`src/rtl/state_commit_pkg.sv`:
```
// -----------------------------------------------------------------------------
// state_commit_pkg
// Shared definitions for the state_commit block: default word/address widths
// and the copy-and-commit FSM state encoding.
// -----------------------------------------------------------------------------
package state_commit_pkg;

  localparam int unsigned WORD_W = 16;  // default data / time / step width
  localparam int unsigned ADDR_W = 16;  // default RAM address width

  typedef enum logic [1:0] {
    ST_IDLE    = 2'd0,
    ST_READ    = 2'd1,
    ST_WRITE   = 2'd2,
    ST_ADVANCE = 2'd3
  } state_e;

endpackage

```
`src/rtl/commit_time_acc.sv`:
```
// -----------------------------------------------------------------------------
// commit_time_acc
// Time accumulator for state_commit. Holds the current time t and the end time,
// advances t by the accepted step with saturation at all-ones, raises the
// sticky finished flag once t reaches the end time, and produces the step fed
// back to the step module.
//
// Configuration macro: STATE_COMMIT_CLAMP_EN
//   defined   : next_step_o = min(step_in_i, t_end - t), 0 once finished
//   undefined : next_step_o = step_in_i
//
// Ports
//   clk, rst      clock, asynchronous active-low reset
//   load_i        load t_i / t_end_i and clear finished (highest priority)
//   t_i, t_end_i  initial time and end time
//   advance_i     commit: t <= sat(t + step_h_i)
//   step_h_i      captured step of the transaction being committed
//   step_in_i     step proposed by the step module (for next_step_o)
//   t_o           current time
//   finished_o    sticky: t has reached t_end
//   next_step_o   step fed back to the step module
// -----------------------------------------------------------------------------
module commit_time_acc
  import state_commit_pkg::*;
#(
  parameter int unsigned WORD_SIZE = WORD_W
) (
  input  logic                 clk,
  input  logic                 rst,
  input  logic                 load_i,
  input  logic [WORD_SIZE-1:0] t_i,
  input  logic [WORD_SIZE-1:0] t_end_i,
  input  logic                 advance_i,
  input  logic [WORD_SIZE-1:0] step_h_i,
  input  logic [WORD_SIZE-1:0] step_in_i,
  output logic [WORD_SIZE-1:0] t_o,
  output logic                 finished_o,
  output logic [WORD_SIZE-1:0] next_step_o
);

  logic [WORD_SIZE-1:0] t_q, t_d;
  logic [WORD_SIZE-1:0] t_end_q, t_end_d;
  logic                 finished_q, finished_d;

  // One extra bit catches the carry so the sum can saturate instead of wrap.
  logic [WORD_SIZE:0]   sum_wide;
  logic [WORD_SIZE-1:0] t_adv;

  assign sum_wide = {1'b0, t_q} + {1'b0, step_h_i};
  assign t_adv    = sum_wide[WORD_SIZE] ? {WORD_SIZE{1'b1}} : sum_wide[WORD_SIZE-1:0];

  always_comb begin
    // NOTE: every combinational output gets a default first so no path can
    // leave it unassigned, which would otherwise infer a latch.
    t_d        = t_q;
    t_end_d    = t_end_q;
    finished_d = finished_q;
    if (load_i) begin
      t_d        = t_i;
      t_end_d    = t_end_i;
      finished_d = 1'b0;
    end else if (advance_i) begin
      t_d = t_adv;
      if (t_adv >= t_end_q) finished_d = 1'b1;
    end
  end

  always_ff @(posedge clk or negedge rst) begin
    // NOTE: state registers use non-blocking assignments so every flop samples
    // the pre-edge values, independent of statement order.
    if (!rst) begin
      t_q        <= '0;
      t_end_q    <= '0;
      finished_q <= 1'b0;
    end else begin
      t_q        <= t_d;
      t_end_q    <= t_end_d;
      finished_q <= finished_d;
    end
  end

`ifdef STATE_COMMIT_CLAMP_EN
  // Remaining distance to the end time; zero when t is already at or past it
  // so the subtraction never wraps into a huge step.
  logic [WORD_SIZE-1:0] remaining;
  assign remaining   = (t_end_q > t_q) ? (t_end_q - t_q) : '0;
  assign next_step_o = finished_q ? '0 :
                       ((step_in_i < remaining) ? step_in_i : remaining);
`else
  assign next_step_o = step_in_i;
`endif

  assign t_o        = t_q;
  assign finished_o = finished_q;

endmodule

```
`src/rtl/state_commit.sv`:
```
// -----------------------------------------------------------------------------
// state_commit
// Commits an accepted integration step: copies the candidate state vector
// (x1) over the current one (x0) word by word through a single RAM port, then
// advances time by the accepted step. A rejected step only pulses 'rejected'.
//
// Configuration macro: STATE_COMMIT_CLAMP_EN (step clamping in commit_time_acc)
//
// Ports
//   clk, rst                 clock, asynchronous active-low reset
//   init                     load t_in, t_end_in, n_in, x0/x1 base; clear
//                            finished; aborts any copy in progress
//   start, proceed           step decision pulse and accept(1)/reject(0)
//   step_in                  accepted step h
//   t_in, t_end_in           initial and end time
//   n_in                     state vector length
//   x0_address, x1_address   base of current / candidate vector
//   mem_address, mem_we,
//   mem_wr_data, mem_rd_data RAM port (read data valid one cycle after address)
//   busy, committed,
//   rejected, finished       status flags (committed/rejected are 1-cycle pulses)
//   t_out, next_step         current time and step fed back to the step module
// -----------------------------------------------------------------------------
module state_commit
  import state_commit_pkg::*;
#(
  parameter int unsigned WORD_SIZE    = WORD_W,
  parameter int unsigned ADDRESS_SIZE = ADDR_W
) (
  input  logic                    clk,
  input  logic                    rst,
  input  logic                    init,
  input  logic                    start,
  input  logic                    proceed,
  input  logic [WORD_SIZE-1:0]    step_in,
  input  logic [WORD_SIZE-1:0]    t_in,
  input  logic [WORD_SIZE-1:0]    t_end_in,
  input  logic [ADDRESS_SIZE-1:0] n_in,
  input  logic [ADDRESS_SIZE-1:0] x0_address,
  input  logic [ADDRESS_SIZE-1:0] x1_address,
  output logic [ADDRESS_SIZE-1:0] mem_address,
  output logic                    mem_we,
  output logic [WORD_SIZE-1:0]    mem_wr_data,
  input  logic [WORD_SIZE-1:0]    mem_rd_data,
  output logic                    busy,
  output logic                    committed,
  output logic                    rejected,
  output logic                    finished,
  output logic [WORD_SIZE-1:0]    t_out,
  output logic [WORD_SIZE-1:0]    next_step
);

  state_e                  state_q, state_d;
  logic [ADDRESS_SIZE-1:0] i_q, i_d;
  logic [ADDRESS_SIZE-1:0] i_inc;
  logic [ADDRESS_SIZE-1:0] n_q, x0_q, x1_q;
  logic [WORD_SIZE-1:0]    h_q, h_d;
  logic                    committed_q, committed_d;
  logic                    rejected_q, rejected_d;
  logic                    advance;
  logic [WORD_SIZE-1:0]    next_step_raw;

  assign i_inc = i_q + ADDRESS_SIZE'(1);

  // FSM and index counter. init overrides everything, including an ADVANCE
  // in flight, so an aborted transaction never commits.
  always_comb begin
    state_d     = state_q;
    i_d         = i_q;
    h_d         = h_q;
    committed_d = 1'b0;
    rejected_d  = 1'b0;
    advance     = 1'b0;
    if (init) begin
      state_d = ST_IDLE;
    end else begin
      unique case (state_q)
        ST_IDLE: begin
          if (start && !finished) begin
            if (proceed) begin
              h_d     = step_in;
              i_d     = '0;
              state_d = (n_q == '0) ? ST_ADVANCE : ST_READ;
            end else begin
              rejected_d = 1'b1;
            end
          end
        end
        ST_READ:  state_d = ST_WRITE;
        ST_WRITE: begin
          i_d     = i_inc;
          state_d = (i_inc < n_q) ? ST_READ : ST_ADVANCE;
        end
        ST_ADVANCE: begin
          advance     = 1'b1;
          committed_d = 1'b1;
          state_d     = ST_IDLE;
        end
        default: state_d = ST_IDLE;
      endcase
    end
  end

  always_ff @(posedge clk or negedge rst) begin
    if (!rst) begin
      state_q     <= ST_IDLE;
      i_q         <= '0;
      h_q         <= '0;
      committed_q <= 1'b0;
      rejected_q  <= 1'b0;
    end else begin
      state_q     <= state_d;
      i_q         <= i_d;
      h_q         <= h_d;
      committed_q <= committed_d;
      rejected_q  <= rejected_d;
    end
  end

  // Configuration registers, reloaded only by init.
  always_ff @(posedge clk or negedge rst) begin
    if (!rst) begin
      n_q  <= '0;
      x0_q <= '0;
      x1_q <= '0;
    end else if (init) begin
      n_q  <= n_in;
      x0_q <= x0_address;
      x1_q <= x1_address;
    end
  end

  commit_time_acc #(
    .WORD_SIZE (WORD_SIZE)
  ) u_time_acc (
    .clk         (clk),
    .rst         (rst),
    .load_i      (init),
    .t_i         (t_in),
    .t_end_i     (t_end_in),
    .advance_i   (advance),
    .step_h_i    (h_q),
    .step_in_i   (step_in),
    .t_o         (t_out),
    .finished_o  (finished),
    .next_step_o (next_step_raw)
  );

  // RAM port: address sums wrap naturally at ADDRESS_SIZE bits. The word read
  // in READ arrives during WRITE and is written straight back out.
  always_comb begin
    mem_address = '0;
    mem_we      = 1'b0;
    mem_wr_data = '0;
    unique case (state_q)
      ST_READ:  mem_address = x1_q + i_q;
      ST_WRITE: begin
        mem_address = x0_q + i_q;
        mem_we      = 1'b1;
        mem_wr_data = mem_rd_data;
      end
      default: ;
    endcase
  end

  assign busy      = (state_q != ST_IDLE);
  assign committed = committed_q;
  assign rejected  = rejected_q;
  // next_step can follow step_in combinationally, so it is forced to zero
  // while reset is held to keep every output quiet during reset.
  assign next_step = rst ? next_step_raw : '0;

endmodule
```
`config.mk`:
```
export PLATFORM = sky130hd
export DESIGN_NAME = state_commit
export DESIGN_NICKNAME = d
export VERILOG_FILES = /design/src/rtl/state_commit_pkg.sv /design/src/rtl/commit_time_acc.sv /design/src/rtl/state_commit.sv
export SDC_FILE = /design/constraint.sdc
export NUM_CORES = 1
export LEC_CHECK = 0
export BUFFER_PORTS_ARGS = -buffer_cell sky130_fd_sc_hd__buf_2
export CORE_ASPECT_RATIO = 0.6
export CORE_MARGIN = 4
export CORE_UTILIZATION = 59
export DETAILED_ROUTE_END_ITERATION = 8
export PLACE_DENSITY = 0.84
export SYNTH_ARGS = -nofsm -noshare
export SYNTH_HDL_FRONTEND = slang
export SYNTH_SLANG_ARGS = --single-unit
```
`constraint.sdc`:
```
create_clock -name clk -period 7.78 [get_ports clk]
set_input_delay 1.556 -clock clk [delete_from_list [all_inputs] [get_ports clk]]
set_output_delay 1.556 -clock clk [all_outputs]
set_load 0.005 [all_outputs]
```
Word level (Yosys, flattened, before mapping)
Cells that the tools add are included.
- flip-flop bits (word level): 117
- bits of input ports: 117
- output and inout bits: 69
- add/subtract/negate cells: 4
- magnitude comparators: 2
- eq/ne operators: 7
- muxes and demuxes: 25
- bitwise operators: 1
- reduce and logical (&&, ||, !) cells: 12
- operators with widths (kind ; number):
    two-way mux 16 bit ; 7
    case mux 16 bit (2 select lines) ; 2
    adder 16 bit ; 2
    adder 16 x 16 -> 17 bit ; 1
    adder 16 x 1 -> 16 bit (second input constant) ; 1
    >= comparator 16 bit ; 1
    zero test 16 bit ; 1
    < comparator 16 bit ; 1
    two-way mux 1 bit ; 10
    two-way mux 2 bit ; 5
    case mux 2 bit (4 select lines) ; 1
    AND reduction 4 bit ; 2
    nonzero test 2 bit ; 4
    inequality test 3 bit (second input constant) ; 2
    equality test 2 bit (second input constant) ; 2
    inequality test 2 bit (second input constant) ; 2
    AND reduction 2 bit ; 2
    equality test 2 x 1 -> 1 bit (second input constant) ; 1
    zero test 2 bit ; 1
    logical AND 1 bit ; 1
    zero test 1 bit ; 1
    inverter 1 bit ; 1

Logic depth before layout (Yosys ltp)
- depth in word-level cells: 6
- mapped depth: 15
- gate-level depth less buffers: 15

Cells and area by module
From an unflattened synthesis, not the netlist that was laid out.
- cells, all modules: 820
- area total of the unflattened synthesis: 7783.7 um^2
- modules (own cells, without submodules) (module ; instances ; cells each ; area each (um^2)):
    state_commit ; 1 ; 512 ; 5109.9
    commit_time_acc ; 1 ; 308 ; 2673.8

Worst setup path after synthesis
OpenSTA, ideal clock, no wires.
- kind: register -> output
- start point: register state_q[0]
- end point: output port mem_address[15]
- arrival time: 3.146 ns
- setup slack: 3.078 ns
- stages on the path, launching flop included: 13
- buffers on the path: 2
- cell sequence: dfrtp_1 -> inv_1 -> ha_1 -> clkbuf_1 -> buf_1 -> mux2_2 -> ha_1 -> a21o_1 -> a21o_1 -> a21boi_0 -> o21bai_1 -> or3_1 -> a21oi_1
- longest elaborated chain between the ends: 2
- ends and longest elaborated chain (element ; RTL line ; source):
    start: declaration ; state_commit.sv:53 ; state_e state_q, state_d;
    start signal: assignment ; state_commit.sv:112 ; state_q <= state_d;
    equality test 2 bit or equality test 2 x 1 -> 1 bit (tied branches) ; state_commit.sv:155 ; unique case (state_q)
    case mux 16 bit (2 select lines) * ; state_commit.sv:155 ;
    end: declaration ; state_commit.sv:41 ; output logic [ADDRESS_SIZE-1:0] mem_address,
Mark *: on every way between the ends. The rest lies on a longest branch, timed or not.

Worst setup path in the final report
Ends and elaborated chain as after synthesis.

==> impl_metrics.csv <==
group,metric,value,unit
power,leakage,4.64,nW
grt,antenna_found_initial,0,
sta,clock-skew-final,0.00920,ns
logic_synthesis,synth_enable_flop_cells,0,
sta,maxSlewHeadroom,19.7,%
sta,max_freq,195,MHz
critical_path,crit_path_end_kind,"output port",
critical_path,critPathTopFamily,"compound AO/OA/AOI/OAI gates",
finish,antenna_cells,0,
power,power.share.clock,25.2,%
drt,vias,6514,
critical_path,worstSetupStartpointType,"flop",
drt,drc,0,
critical_path,slowest_delay,0.42,ns
placement,routabilityCongestion,0.927,
clock_network,cts_hold_buf,0,
die,ios,186,
clock_network,clock-sinks,117,
critical_path,worstSetupPathType,"reg2out",
grt,grt_usage,27.9,%
logic_synthesis,synth_flop_cell,"dfrtp_1",
sta,rsz0062_at_grt,"no",
power,p_seq_share,25.6,%
die,die_y,95.4,um
placement,dp_hpwl,14900,um
clock_network,ctsResizeCount,0,
sta,period_needed,5.12,ns
critical_path,cp.buffers_inverters,3,
finish,multi_input_area,4310,sq um
power,comb_power_share,49.3,%
clock_network,cts_root_buf,"clkbuf_16",
finish,syn_to_final_growth,22.1,%
clock_network,clkTransAtPathRegs,0.06,ns
run,drv_cap,0,
critical_path,crit_arrival,3.56,ns
finish,nFillCells,925,
finish,layout_common_cells,"buf_2, dfrtp_1, nand2_1",
drt,via_per_inst,5.77,
power,swShare,39.9,%
grt,grt_max_degree,78,
clock_network,cts_setup_buffers,0,
critical_path,crit_chain,"inv_1, ha_1, buf_4, mux2_2, ha_1, a21o_1, a21o_1, a21boi_0, o21bai_1, or3_1, a21oi_1, buf_2",
grt,gr-total-overflow,0,
die,row_count,31,
die,coreArea,12300,sq um
critical_path,r2r.worst_path.cells,14,
hold_path,min_path_type,"reg2reg",
sta,drv_slew,0,
grt,grt_pass1_wl,32400,um
logic_synthesis,synth_nets,954,
die,initial_utilization,61.2,%
placement,io_buffers,185,
clock_network,htree_levels,4,
clock_network,clkLatencyLatePin,0.41,ns
power,ir_drop,191,uV
drt,routedWlPerCell,18.0,um
finish,fin_area,9160,sq um
drt,finalWirelength,20300,um
logic_synthesis,yosys_register_bits,117,
logic_synthesis,yosysUniqueCellTypes,56,
sta,fin_crit_sh,65.8,%
die,die_area,14600,sq um
hold_path,whs_path_depth,1,
drt,first_iter_violations,527,
die,fp.dieW,154,um
sta,setup_tns,0,ns
power,power_density,339,nW/um^2
critical_path,cp.required,6.22,ns
finish,final_nets,1136,
drt,antenna_left,0,
drt,routed-wl-met2,8390,um
sta,setup_viol,0,
drt,top_layer,"met4",
power,switching_power,1.24,mW
drt,wl_met3,1940,um
finish,final_common_cell,"buf_2",
logic_synthesis,synth-async-reset-ratio,100,%
placement,place_area,8570,sq um
critical_path,cpMaxStageDelayCell,"dfrtp_1",
critical_path,path_max_fanout,38,
drt,drt_first_pass_iters,5,
clock_network,numCtsBuffers,17,
grt,first_global_vias,6278,
logic_synthesis,seq_area_frac_synth,39.0,%
logic_synthesis,synth_area,7500,sq um
finish,regArea,2930,sq um
power,intPower,1.87,mW
outcome,status,"finished clean",
clock_network,clk_path_buf_depth,2,
logic_synthesis,syn_avg_cell_area,9.77,sq um
logic_synthesis,netlist_instances,768,
sta,hold_viol_final,0,
finish,drive_gt1_share,30.2,%
drt,wl_met1,9750,um
sta,worst_pin_slew,1.20,ns
clock_network,cts_tree,"done",
logic_synthesis,yosysWarnings,0,
critical_path,crit_cells,12,
==> Yosys cell counts (3+ instances only) <==
master	number	area [sq um]
nor3_1	11	55.1
o21a_1	8	60.1
xnor2_1	21	184
dfrtp_1	117	2930
xor2_1	10	87.6
nand3b_1	3	22.5
mux2i_1	7	70.1
nor2_1	26	97.6
o21ai_0	66	330
o31ai_1	3	22.5
a22o_1	20	175
nand3_1	11	55.1
a21boi_0	3	22.5
a21o_1	26	195
nand2_1	69	259
nand2b_1	12	75.1
buf_1	6	22.5
or3_1	3	18.8
clkbuf_1	19	71.3
a211oi_1	4	30.0
inv_1	42	158
o22ai_1	5	31.3
and3_1	10	62.6
nor2b_1	8	50.1
a21oi_1	28	140
mux2_2	65	732
nand4_1	12	75.1
o21ai_1	3	15.0
ha_1	67	838
and2_1	37	231
a31oi_1	7	43.8
nor4_1	7	43.8
==> cell families (layout without fill, tap and decap cells) <==
| logic type | count (synthesis) | after routing | synth area share [%] |
|---|---|---|---|
| AO/OA/AOI/OAI | 194 | 194 | 16.9 |
| AND/OR/NAND/NOR | 215 | 215 | 14.5 |
| adder cells (fa/ha/maj) | 69 | 69 | 11.7 |
| XOR/XNOR | 31 | 31 | 3.62 |
| multiplexers | 72 | 72 | 10.7 |
| flip-flops | 117 | 117 | 39.0 |
| buffers and inverters | 70 | 265 | 3.55 |
==> routing by layer <==
metal / vias up / GRT usage (%)
met5: - / 0
met4: 0 / 6.47
met3: 19 / 8.53
met2: 295 / 39.9
met1: 3074 / 41.5
li1: 3126 / -
==> cell type report <==
cell class                 count  share of cell area (%)
multi-input combinational    581                    47.0
inverter                      44                    1.80
sequential                   117                    31.9
timing repair buffer         189                    10.5
tap                          165                    2.25
clock buffer                  18                    4.79
clock inverter                14                    1.68
==> per-stage QoR <==
stage / total power, mW / setup slack, ns / utilization, % / instances / hold slack (ns)
2_1_floorplan: 1.86 / 3.08 / - / 768 / 0.468
3_3_place_gp: 2.24 / 3.19 / 69.9 / 1096 / 0.484
3_5_place_dp: 2.29 / 3.13 / 69.9 / 1096 / 0.493
4_1_cts: 3.10 / 2.69 / 74.8 / 1128 / 0.507
5_1_grt: 3.34 / 2.43 / 74.8 / 1128 / 0.511
6_report: 3.11 / 2.66 / 74.8 / 1128 / 0.508
==> sequential cells by signal (all words and copies together), names as in the netlist <==
signal / cells
u_time_acc.t_o: 16
u_time_acc.t_end_q: 16
i_q: 16
u_time_acc.finished_o: 1
x1_q: 16
x0_q: 16
committed: 1
rejected: 1
state_q: 2
h_q: 16
n_q: 16
==> worst paths after layout <==
kind	to	slack (ns)	start
worst max-delay path	mem_address[15]	2.66	state_q[0]
worst min register to register	x0_q[11]	0.51	x0_q[11]
worst max register to register	u_time_acc.finished_o	3.70	u_time_acc.t_o[0]
max in group asynchronous	x0_q[1]	5.25	rst
worst min-delay path	x0_q[11]	0.51	x0_q[11]
min in group asynchronous	h_q[2]	1.27	rst
==> worst reg2reg max path: stages (launching register included) <==
cell	delay, ns
dfrtp_1	0.40
ha_1	0.23
fa_1	0.41
a21o_1	0.23
a221oi_2	0.41
o31ai_2	0.23
a31oi_4	0.52
nor2b_1	0.26
ha_1	0.26
nand2b_1	0.14
a21o_1	0.19
a21o_1	0.20
a21oi_1	0.18
o21ai_0	0.12
o2bb2ai_1	0.15
==> power by group through the flow <==
stage          clock network [mW]  logic [mW]  registers [mW]
2_1_floorplan                   0        1.08           0.781
3_3_place_gp                    0        1.44           0.798
3_5_place_dp                    0        1.49           0.801
4_1_cts                     0.789        1.51           0.793
5_1_grt                     0.821        1.71           0.807
6_report                    0.782        1.53           0.794
Note: power is estimated with default switching activity, not from simulation.
